===== src/rtl/serial_subtractor.sv =====
// Bit-serial LSB-first two's-complement subtractor: diff = a - b - bin.
// One full-subtractor cell plus a borrow flop, WIDTH cycles per operation.
module serial_subtractor #(
    parameter int WIDTH = 8
) (
    input  logic             clk,
    input  logic             resetb,
    input  logic             start,
    input  logic [WIDTH-1:0] a,
    input  logic [WIDTH-1:0] b,
    input  logic             bin,
    output logic             busy,
    output logic             done,
    output logic [WIDTH-1:0] diff,
    output logic             bout,
    output logic             ovf
);

    localparam int CW = (WIDTH > 1) ? $clog2(WIDTH) : 1;
    localparam logic [CW-1:0] LAST = CW'(WIDTH - 1);

    typedef enum logic [1:0] {
        S_IDLE,
        S_RUN,
        S_DONE
    } state_t;

    state_t r_state;
    state_t w_next;

    logic [WIDTH-1:0] r_ra;
    logic [WIDTH-1:0] r_rb;
    logic [WIDTH-1:0] r_wd;
    logic [WIDTH-1:0] r_diff;
    logic [CW-1:0]    r_cnt;
    logic             r_brw;
    logic             r_sa;
    logic             r_sb;
    logic             r_bout;
    logic             r_ovf;
    logic             r_busy;
    logic             r_done;

    logic             w_d;
    logic             w_brw_nxt;
    logic             w_last;
    logic [WIDTH-1:0] w_wd_nxt;

    // Full-subtractor cell on the current LSBs
    assign w_d       = r_ra[0] ^ r_rb[0] ^ r_brw;
    assign w_brw_nxt = (~r_ra[0] & r_rb[0])
                     | (~(r_ra[0] ^ r_rb[0]) & r_brw);
    assign w_wd_nxt  = {w_d, r_wd[WIDTH-1:1]};
    assign w_last    = (r_cnt == LAST);

    always_comb begin
        w_next = r_state;
        unique case (r_state)
            S_IDLE: begin
                if (start) begin
                    w_next = S_RUN;
                end
            end
            S_RUN: begin
                if (w_last) begin
                    w_next = S_DONE;
                end
            end
            S_DONE: begin
                w_next = S_IDLE;
            end
            default: begin
                w_next = S_IDLE;
            end
        endcase
    end

    always_ff @(posedge clk or negedge resetb) begin
        if (!resetb) begin
            r_state <= S_IDLE;
            r_busy  <= 1'b0;
            r_done  <= 1'b0;
        end else begin
            r_state <= w_next;
            r_busy  <= (w_next == S_RUN);
            r_done  <= (w_next == S_DONE);
        end
    end

    always_ff @(posedge clk or negedge resetb) begin
        if (!resetb) begin
            r_ra   <= '0;
            r_rb   <= '0;
            r_wd   <= '0;
            r_cnt  <= '0;
            r_brw  <= 1'b0;
            r_sa   <= 1'b0;
            r_sb   <= 1'b0;
            r_diff <= '0;
            r_bout <= 1'b0;
            r_ovf  <= 1'b0;
        end else begin
            unique case (r_state)
                S_IDLE: begin
                    if (start) begin
                        r_ra  <= a;
                        r_rb  <= b;
                        r_brw <= bin;
                        r_wd  <= '0;
                        r_cnt <= '0;
                        r_sa  <= a[WIDTH-1];
                        r_sb  <= b[WIDTH-1];
                    end
                end
                S_RUN: begin
                    r_ra  <= r_ra >> 1;
                    r_rb  <= r_rb >> 1;
                    r_brw <= w_brw_nxt;
                    r_wd  <= w_wd_nxt;
                    r_cnt <= r_cnt + CW'(1);
                    // Results load only here, so they hold until the next completion
                    if (w_last) begin
                        r_diff <= w_wd_nxt;
                        r_bout <= w_brw_nxt;
                        r_ovf  <= (r_sa != r_sb) & (w_d != r_sa);
                    end
                end
                default: begin
                end
            endcase
        end
    end

    assign busy = r_busy;
    assign done = r_done;
    assign diff = r_diff;
    assign bout = r_bout;
    assign ovf  = r_ovf;

endmodule


===== config.mk =====
export PLATFORM = sky130hd
export DESIGN_NAME = serial_subtractor
export DESIGN_NICKNAME = d
export VERILOG_FILES = /design/src/rtl/serial_subtractor.sv
export SDC_FILE = /design/constraint.sdc
export NUM_CORES = 1
export LEC_CHECK = 0
export ABC_AREA = 1
export CAP_MARGIN = 10
export CORE_MARGIN = 2
export CORE_UTILIZATION = 50
export CTS_BUF_LIST = sky130_fd_sc_hd__clkbuf_8
export CTS_CLUSTER_DIAMETER = 200
export CTS_CLUSTER_SIZE = 14
export DETAILED_ROUTE_END_ITERATION = 8
export PLACE_DENSITY = 0.81
export SLEW_MARGIN = 20
export SYNTH_ARGS = -nofsm -noshare
export SYNTH_HDL_FRONTEND = slang
export SYNTH_SLANG_ARGS = --single-unit
export TNS_END_PERCENT = 30

===== constraint.sdc =====
create_clock -name clk -period 1.3 [get_ports clk]
set_input_delay 0.325 -clock clk [delete_from_list [all_inputs] [get_ports clk]]
set_output_delay 0.325 -clock clk [all_outputs]
set_load 0.005 [all_outputs]

# [Yosys cells after proc, flatten, opt, wreduce, memory -nomap -nowiden]
# Index checks and enable logic that the tools add are counted.
# Widths: inputs -> output; s select.
[totals] reg_bits=44 output_inout_bits=12 in_bits=20
[classes] n_mux=13 n_addsub=1 n_reduce_logical=5 n_eq_ne=7 n_bitwise=8
[ops] cell="$pmux 8 s2" count=3
[ops] cell="$mux 8" count=3
[ops] cell="$pmux 3 s2" count=1
[ops] cell="$reduce_and 2->1" count=3
[ops] cell="$eq 2x1->1 const B" count=2
[ops] cell="$mux 2" count=2
[ops] cell="$pmux 2 s2" count=1
[ops] cell="$add 3x1->3 const B" count=1
[ops] cell="$and 1x1->1" count=3
[ops] cell="$eq 3x3->1 const B" count=1
[ops] cell="$mux 3" count=1
[ops] cell="$eq 2x2->1 const B" count=1
[ops] cell="$logic_not 2->1" count=1
[ops] cell="$ne 1x1->1" count=2
[ops] cell="$ne 2x2->1 const B" count=1
[ops] cell="$not 1->1" count=2
[ops] cell="$pmux 1 s2" count=1
[ops] cell="$reduce_bool 2->1" count=1
[ops] cell="$xor 1x1->1" count=2
[ops] cell="$mux 1" count=1
[ops] cell="$or 1x1->1" count=1

# [Logic depth before layout (Yosys ltp)]
# Gate-level depths: netlist of the first run.
[depth] depth_word=5 ltp_mapped=7 mapped_depth_nobuf=7

# [Least setup slack after synthesis of the first run]
# OpenSTA, ideal clock, no wires.
[synth_timing] path_kind="register -> register" from="reg r_ra[0]" to="reg r_ovf, in the netlist ovf" arrival_ps=1203 required_ps=1184 slack_ps=-19 path_stages_with_launch=7 cell_sequence="dfrtp_1 fa_1 inv_1 nand3_1 nand2_1 nand2_1 nand2_1"
[synth_between] elab_chain_cells=4
[synth_lines] element="start, declared" line="31" source="logic [WIDTH-1:0] r_ra;"
[synth_lines] element="start signal, assigned" line="116" source="r_ra <= r_ra >> 1;"
[synth_lines] element="$xor 1x1->1 (2 in series)" line="50" source="assign w_d = r_ra[0] ^ r_rb[0] ^ r_brw;"
[synth_lines] element="net w_d" line="44" source="logic w_d;"
[synth_lines] element="$ne 1x1->1" line="125" source="r_ovf <= (r_sa != r_sb) & (w_d != r_sa);"
[synth_lines] element="$and 1x1->1" line="125"
[synth_lines] element="end signal, assigned" line="125"
[synth_lines] element="end, declared" line="40" source="logic r_ovf;"
# The timed path passes the listed nets, and every way through them passes these cells.
# A chain may end at the register's enable or synchronous reset.

# [Final worst setup path of the first run]
[layout_timing] from="reg r_rb[0]" to="reg r_ovf, in the netlist ovf"
[layout_between] elab_chain_cells=4
[layout_lines] element="start, declared" line="32" source="logic [WIDTH-1:0] r_rb;"
[layout_lines] element="start signal, assigned" line="117" source="r_rb <= r_rb >> 1;"
[layout_lines] element="$xor 1x1->1 (2 in series)" line="50"
[layout_lines] element="net w_d" line="44"
[layout_lines] element="$ne 1x1->1" line="125"
[layout_lines] element="$and 1x1->1" line="125"
# The timed path passes the listed nets, and every way through them passes these cells.

==> impl_metrics.toml, run 1 <==
[route]
drt_wl_total_mm = 3.990
drc = 0
postRouteAntennaNets = 0
via_count = 1617
routedWlPerCell_um = 12.13
dr.pass1.iters = 4
drt_iter0_markers = 136
viasPerCell = 4.915

[grt]
grt_pass1_wl_mm = 6.630
grtUsageTotal = 0.1951
antenna_found_initial = 0
grt_pass1_vias = 1483
grt_overflow_total = 0
grt_max_degree = 44

[die]
die_area_um2 = 4649
row_count = 23
die-width_um = 68.18
coreArea_um2 = 3971
initial_utilization = 0.5186
ioPinCount = 32
die_y_um = 68.18

[yosys]
yosys_warnings = 0
ys_ff_latch = 43
synth.cell_area_um2 = 2059
avgSynthCellArea_um2 = 8.690
synth.area.top_cells = "dfrtp_1 52%, nand3_1 12%, nand2_1 10%"
synth_ff_type = "dfrtp_1"
synth_top_area_share = 0.5225
synth_cells = 237
synth.distinct_cells = 19
netlist.top_cell.by_area = "dfrtp_1"
seq_area_frac_synth = 0.5225
synth_commonest_cells = "55 x nand2_1, 48 x nand3_1, 43 x dfrtp_1"
synthArstFlopShare = 1.000
yosysMostFrequentCell = "nand2_1"
syn-num-nets = 260
synth_edf_count = 0

[worst_setup_path]
critPathMostFrequentCell = "nand2_1"
startpoint_type = "flip-flop"
slowest_stage = "fa_1"
required_ns = 1.50
crit_chain = "inv_2 > fa_1 > inv_2 > nand3_2 > nand2_1 > nand2_1 > nand2_1"
r2r_slack_ns = -0.08
crit_path_end_kind = "flip-flop"
reg2reg_from = "r_rb[0]"
cp.arrival_ns = 1.58
reg2reg_to = "ovf"
startpoint = "r_rb[0]"
path_max_fanout = 3
crit_end = "ovf"
reg2reg_depth = 7
max_stage_delay_ns = 0.60
critPathKind = "flip-flop to flip-flop"

[placement]
dp_slack_ns = -0.2067
portBuffers = 31
gp_congestion = 0.7712
dpl.hpwl_mm = 2.652

[flow_run]
timing.max_cap.violations = 0

[power_and_ir_drop]
p_per_area_nw_per_um2 = 2399
p_int_mw = 3.610
combPwrFrac = 0.496
p_seq_frac = 0.371
clockPowerShare = 0.134
switching_share = 0.4137
p_sw_mw = 2.547
ir_drop_mv = 1.042
p_leak_nw = 1.348

[clock_tree]
cts_root_buffer = "clkbuf_8"
htreeDepth = 2
numCtsBuffers = 5
postCtsSetupBuffers = 0
clock_latency_ns = 0.30
cts_buffer_depth = 2
clk_transition_reported_paths_ns = 0.08
clock-sinks = 43
cts_tree = "built"

[final_layout]
diodes = 0
regArea_um2 = 1076
final_nets = 301
drive_gt1_frac = 0.1649
multiInputGateArea_um2 = 767.0
fillers = 340
syn2layout_area_growth_pct = 24.61

[min_path]
hold_class = "flip-flop to flip-flop"
hp-start = "r_wd[6]"

[timing]
fmax_ghz = 0.7233
worst-slew-pin-transition_ns = 0.2901
drv_slew = 0
setup_ws_ns = -0.08250
max_slew_margin = 0.8064
holdWs_ns = 0.4870
grt_setup_unrepaired = "true"
post-route-period-util = 1.063
finalHoldViolCount = 0
period_minus_slack_ns = 1.382
fin_skew_ns = 0.004397
setup_violations = 1

[status]
outcome = "finished with violations"
violations = "negative setup slack"
## cell usage in the layout, fill, tap and decap left out
master / synthesis / final
dlygate4sd3_1: 0 / 1
dfrtp_1: 43 / 43
o21ai_2: 12 / 12
ha_4: 0 / 1
inv_1: 42 / 40
fa_1: 1 / 1
nor2_1: 4 / 4
dlygate4sd2_1: 0 / 5
nand3_2: 0 / 1
a21oi_2: 1 / 1
nor2_4: 1 / 1
inv_2: 2 / 4
o21ai_0: 8 / 8
clkinv_2: 0 / 3
buf_12: 0 / 1
ha_1: 2 / 1
clkdlybuf4s15_1: 0 / 7
nand4_1: 1 / 1
nand2_1: 55 / 55
nand2_4: 4 / 5
buf_2: 4 / 1
clkdlybuf4s50_1: 0 / 18
nand3_1: 48 / 47
buf_4: 3 / 11
o21a_1: 2 / 2
clkbuf_8: 0 / 5
## power groups by stage
| stage | Sequential [mW] | Combinational [mW] | Clock (mW) |
|---|---|---|---|
| after floorplan | 2.24 | 2.20 | 0 |
| after detailed placement | 2.29 | 3.04 | 0 |
| final | 2.28 | 3.05 | 0.824 |
| after CTS | 2.26 | 2.97 | 0.847 |
| after global placement | 2.27 | 2.92 | 0 |
| after global routing | 2.35 | 3.48 | 0.898 |
## registers in the layout (all words and copies together), names as in the netlist, 2 cells and up
register and cells:
diff 8, r_ra 8, r_rb 8, r_wd 7
r_cnt 3, r_state 2
## layout make-up
type                    instances  area share
clock buffers                   5     0.02682
clock inverters                 3    0.005851
inverters                      44     0.06436
multi-input cells             140      0.2989
flip-flops and latches         43      0.4193
well taps                      50     0.02438
repair buffers                 44      0.1604
## repair_timing
item,in CTS,in global routing
endpoints found under the setup margin,13,33
gates resized for setup,12,13
gates cloned,0,1
hold buffers,1,0
hold endpoints to repair,43,0
pin swaps,0,3
## logic make-up (layout without fill, tap and decap cells)
kind of cell,after synthesis,in the layout,synth area share
buffers and inverters,55,96,0.1191
adders and majority gates,3,3,0.02187
and+or+nand+nor,113,114,0.2546
AOI/OAI and AO/OA,23,23,0.08202
DFF,43,43,0.5225
## layer usage
layer  part of all wire  wire, um  global-route usage
met5                  0         0                   0
met4              0.013        51             0.06000
met3              0.053       210             0.05428
met2               0.51      2044              0.3325
met1               0.42      1684              0.2403
## worst max-delay path, delay by kind of cell, from the launching register on
kind          cells  cell delay (ns)
flops             1             0.36
buf+inv           2             0.12
fa+ha+maj         1             0.60
simple gates      4             0.19
## stage by stage
step	instances	TNS, ns	power (mW)	utilization	area, um^2
finish	329	-0.08250	6.157	0.6462	2566
global route	329	-0.5204	6.721	0.6462	2566
CTS	328	-0.1183	6.076	0.6367	2529
detailed placement	319	-4.886	5.329	0.6169	2450
global placement	319	-4.321	5.191	0.6169	2450
floorplan	237	0	4.433	-	2059
## worst min-delay path by stage
stage / end / cells past startpoint / slack (ns)
global route: diff[6] / 2 / 0.50
CTS: diff[0] / 2 / 0.49
detailed placement: diff[0] / 2 / 0.32
floorplan: bout / 0 / 0.03
finish: r_wd[5] / 2 / 0.49
global placement: diff[1] / 2 / 0.32
No activity file was read; power rests on OpenSTA's default activity.
==> inputs of run 2 (changes only) <==
--- a/config.mk
+++ b/config.mk
@@ -8,12 +8,12 @@
 export ABC_AREA = 1
 export CAP_MARGIN = 10
 export CORE_MARGIN = 2
-export CORE_UTILIZATION = 50
+export CORE_UTILIZATION = 55
 export CTS_BUF_LIST = sky130_fd_sc_hd__clkbuf_8
 export CTS_CLUSTER_DIAMETER = 200
 export CTS_CLUSTER_SIZE = 14
 export DETAILED_ROUTE_END_ITERATION = 8
-export PLACE_DENSITY = 0.81
+export PLACE_DENSITY = 0.84
 export SLEW_MARGIN = 20
 export SYNTH_ARGS = -nofsm -noshare
 export SYNTH_HDL_FRONTEND = slang
==> constraint.sdc (replaced) <==
create_clock -name clk -period 1.5 [get_ports clk]
set_input_delay 0.375 -clock clk [delete_from_list [all_inputs] [get_ports clk]]
set_output_delay 0.375 -clock clk [all_outputs]
set_load 0.005 [all_outputs]
==> impl_metrics.toml, run 2 (same netlist as run 1, synthesis figures left out) <==
[timing]
finalHoldViolCount = 0
worst-slew-pin-transition_ns = 0.2936
drv_slew = 0
max_slew_margin = 0.8041
fmax_ghz = 0.7034
setup_ws_ns = 0.07825
fin_skew_ns = 0.005233
setup_violations = 0
period_minus_slack_ns = 1.422
post-route-period-util = 0.9478
grt_setup_unrepaired = "true"

[final_layout]
layout_commonest_cell = "nand2_1"
layout_common_cells = "55 x nand2_1, 48 x nand3_1, 43 x inv_1, 43 x dfrtp_1, 18 x clkdlybuf4s50_1"
final_nets = 296
final_cells = 322
fillers = 312
diodes = 0
syn2layout_area_growth_pct = 21.51
drive_gt1_frac = 0.1350
fin_area_um2 = 2502

[power_and_ir_drop]
switching_share = 0.4108
p_per_area_nw_per_um2 = 2059
p_seq_frac = 0.385
finalPower_mw = 5.151
ir_drop_mv = 0.8922
p_sw_mw = 2.116
clockPowerShare = 0.137
p_int_mw = 3.035
p_leak_nw = 1.358
combPwrFrac = 0.478

[die]
ioPinCount = 32
die-width_um = 65.19
die_y_um = 65.19
initial_utilization = 0.5668
coreArea_um2 = 3633
die_area_um2 = 4250
row_count = 22

[placement]
dpl-instance-area_um2 = 2417
portBuffers = 31
dpl.hpwl_mm = 2.631
dp_slack_ns = -0.02526
gp_congestion = 0.7797
dp.cells = 313

[worst_setup_path]
path_max_fanout = 3
critPathKind = "flip-flop to flip-flop"
reg2reg_to = "ovf"
crit_path_end_kind = "flip-flop"
r2r_slack_ns = 0.08
reg2reg_depth = 6
startpoint_type = "flip-flop"
required_ns = 1.69
reg2reg_from = "r_ra[0]"
cp.arrival_ns = 1.61

[clock_tree]
clk_transition_reported_paths_ns = 0.08
cts_hold_buffers = 0
clock_latency_ns = 0.30
htreeDepth = 2
cts_tree = "built"
numCtsBuffers = 5
clock-sinks = 43
cts_buffer_depth = 2
cts_root_buffer = "clkbuf_8"

[grt]
grtUsageTotal = 0.2031
grt_pass1_wl_mm = 6.555
grt_max_degree = 44
grt_pass1_vias = 1514
grt_overflow_total = 0
antenna_found_initial = 0

[route]
dr.pass1.iters = 4
drt_wl_total_mm = 3.781
routedWlPerCell_um = 11.74
via_count = 1597
drt_iter0_markers = 73
postRouteAntennaNets = 0
drc = 0
viasPerCell = 4.960

[status]
outcome = "completed"

[flow_run]
timing.max_cap.violations = 0

[min_path]
hold_class = "primary input to async pin"
run 2: cell count changes in the layout (fill, tap and decap cells not counted), moves of 2 or more:
| cell | delta |
|---|---|
| clkinv_2 | -2 |
| buf_4 | -3 |
| clkdlybuf4s15_1 | -7 |
| inv_1 | +3 |
| dlymetal6s2s_1 | +2 |
| inv_2 | -2 |
| dlygate4sd2_1 | +5 |
run 2: worst max-delay path by stage:
stage	startpoint	slack, ns	end	cells past startpoint
global route	r_ra[0]	-0.02	ovf	6
global placement	start	-0.007	r_ra[7]	4
detailed placement	start	-0.03	r_wd[2]	4
CTS	done	0.009	done	1
finish	r_ra[0]	0.08	ovf	6
floorplan	r_ra[0]	0.18	ovf	6
run 2: repair_timing:
item	CTS	global route
gates resized for setup	10	2
setup endpoints to repair	10	3
hold endpoints to repair	0	0
buffers inserted	1	0
run 2: cell type report:
| type | instances | area (um^2) | share of cell area |
|---|---|---|---|
| clock buffer | 5 | 68.82 | 0.02750 |
| clock inverter | 3 | 16.27 | 0.006500 |
| inverter | 44 | 165.2 | 0.06600 |
| multi-input combinational | 139 | 738.2 | 0.2950 |
| sequential | 43 | 1076 | 0.4300 |
| tap | 48 | 60.06 | 0.02400 |
| timing repair buffer | 40 | 377.9 | 0.1510 |
run 2: layer usage:
| metal | GRT usage | vias up | part of all wire |
|---|---|---|---|
| met2 | 0.3533 | 32 | 0.50 |
| met5 | 0 | - | 0 |
| met4 | 0.07031 | 0 | 0.015 |
| li1 | - | 808 | - |
| met3 | 0.05651 | 5 | 0.041 |
| met1 | 0.2414 | 752 | 0.45 |
run 2: worst max-delay path, stage by stage, from the launching register on:
cell and delay (ns):
dfrtp_1 0.41, fa_1 0.60, inv_1 0.08, nand3_1 0.08, nand2_1 0.05, nand2_1 0.05, nand2_1 0.05
run 2: power groups by stage:
stage / Clock (mW) / Combinational (mW) / Sequential [mW]
final: 0.704 / 2.46 / 1.98
after global routing: 0.782 / 2.81 / 2.05
after CTS: 0.720 / 2.50 / 1.99
after detailed placement: 0 / 2.55 / 2.01
after global placement: 0 / 2.45 / 1.98
after floorplan: 0 / 1.90 / 1.94
run 2: stage by stage:
step / hold WS [ns] / TNS (ns) / utilization
detailed placement: 0.3675 / -0.1527 / 0.6653
global route: 0.04212 / -0.02269 / 0.6887
CTS: 0.04164 / 0 / 0.6873
global placement: 0.3675 / -0.006809 / 0.6653
finish: 0.03384 / 0 / 0.6887
floorplan: 0.07941 / 0 / -
==> inputs of run 3 (changes only) <==
--- a/config.mk
+++ b/config.mk
@@ -14,7 +14,6 @@
 export CTS_CLUSTER_SIZE = 14
 export DETAILED_ROUTE_END_ITERATION = 8
 export PLACE_DENSITY = 0.84
-export SLEW_MARGIN = 20
 export SYNTH_ARGS = -nofsm -noshare
 export SYNTH_HDL_FRONTEND = slang
 export SYNTH_SLANG_ARGS = --single-unit
==> results of run 3 <==
Final layout, timing and power as in run 2 (identical DEF).
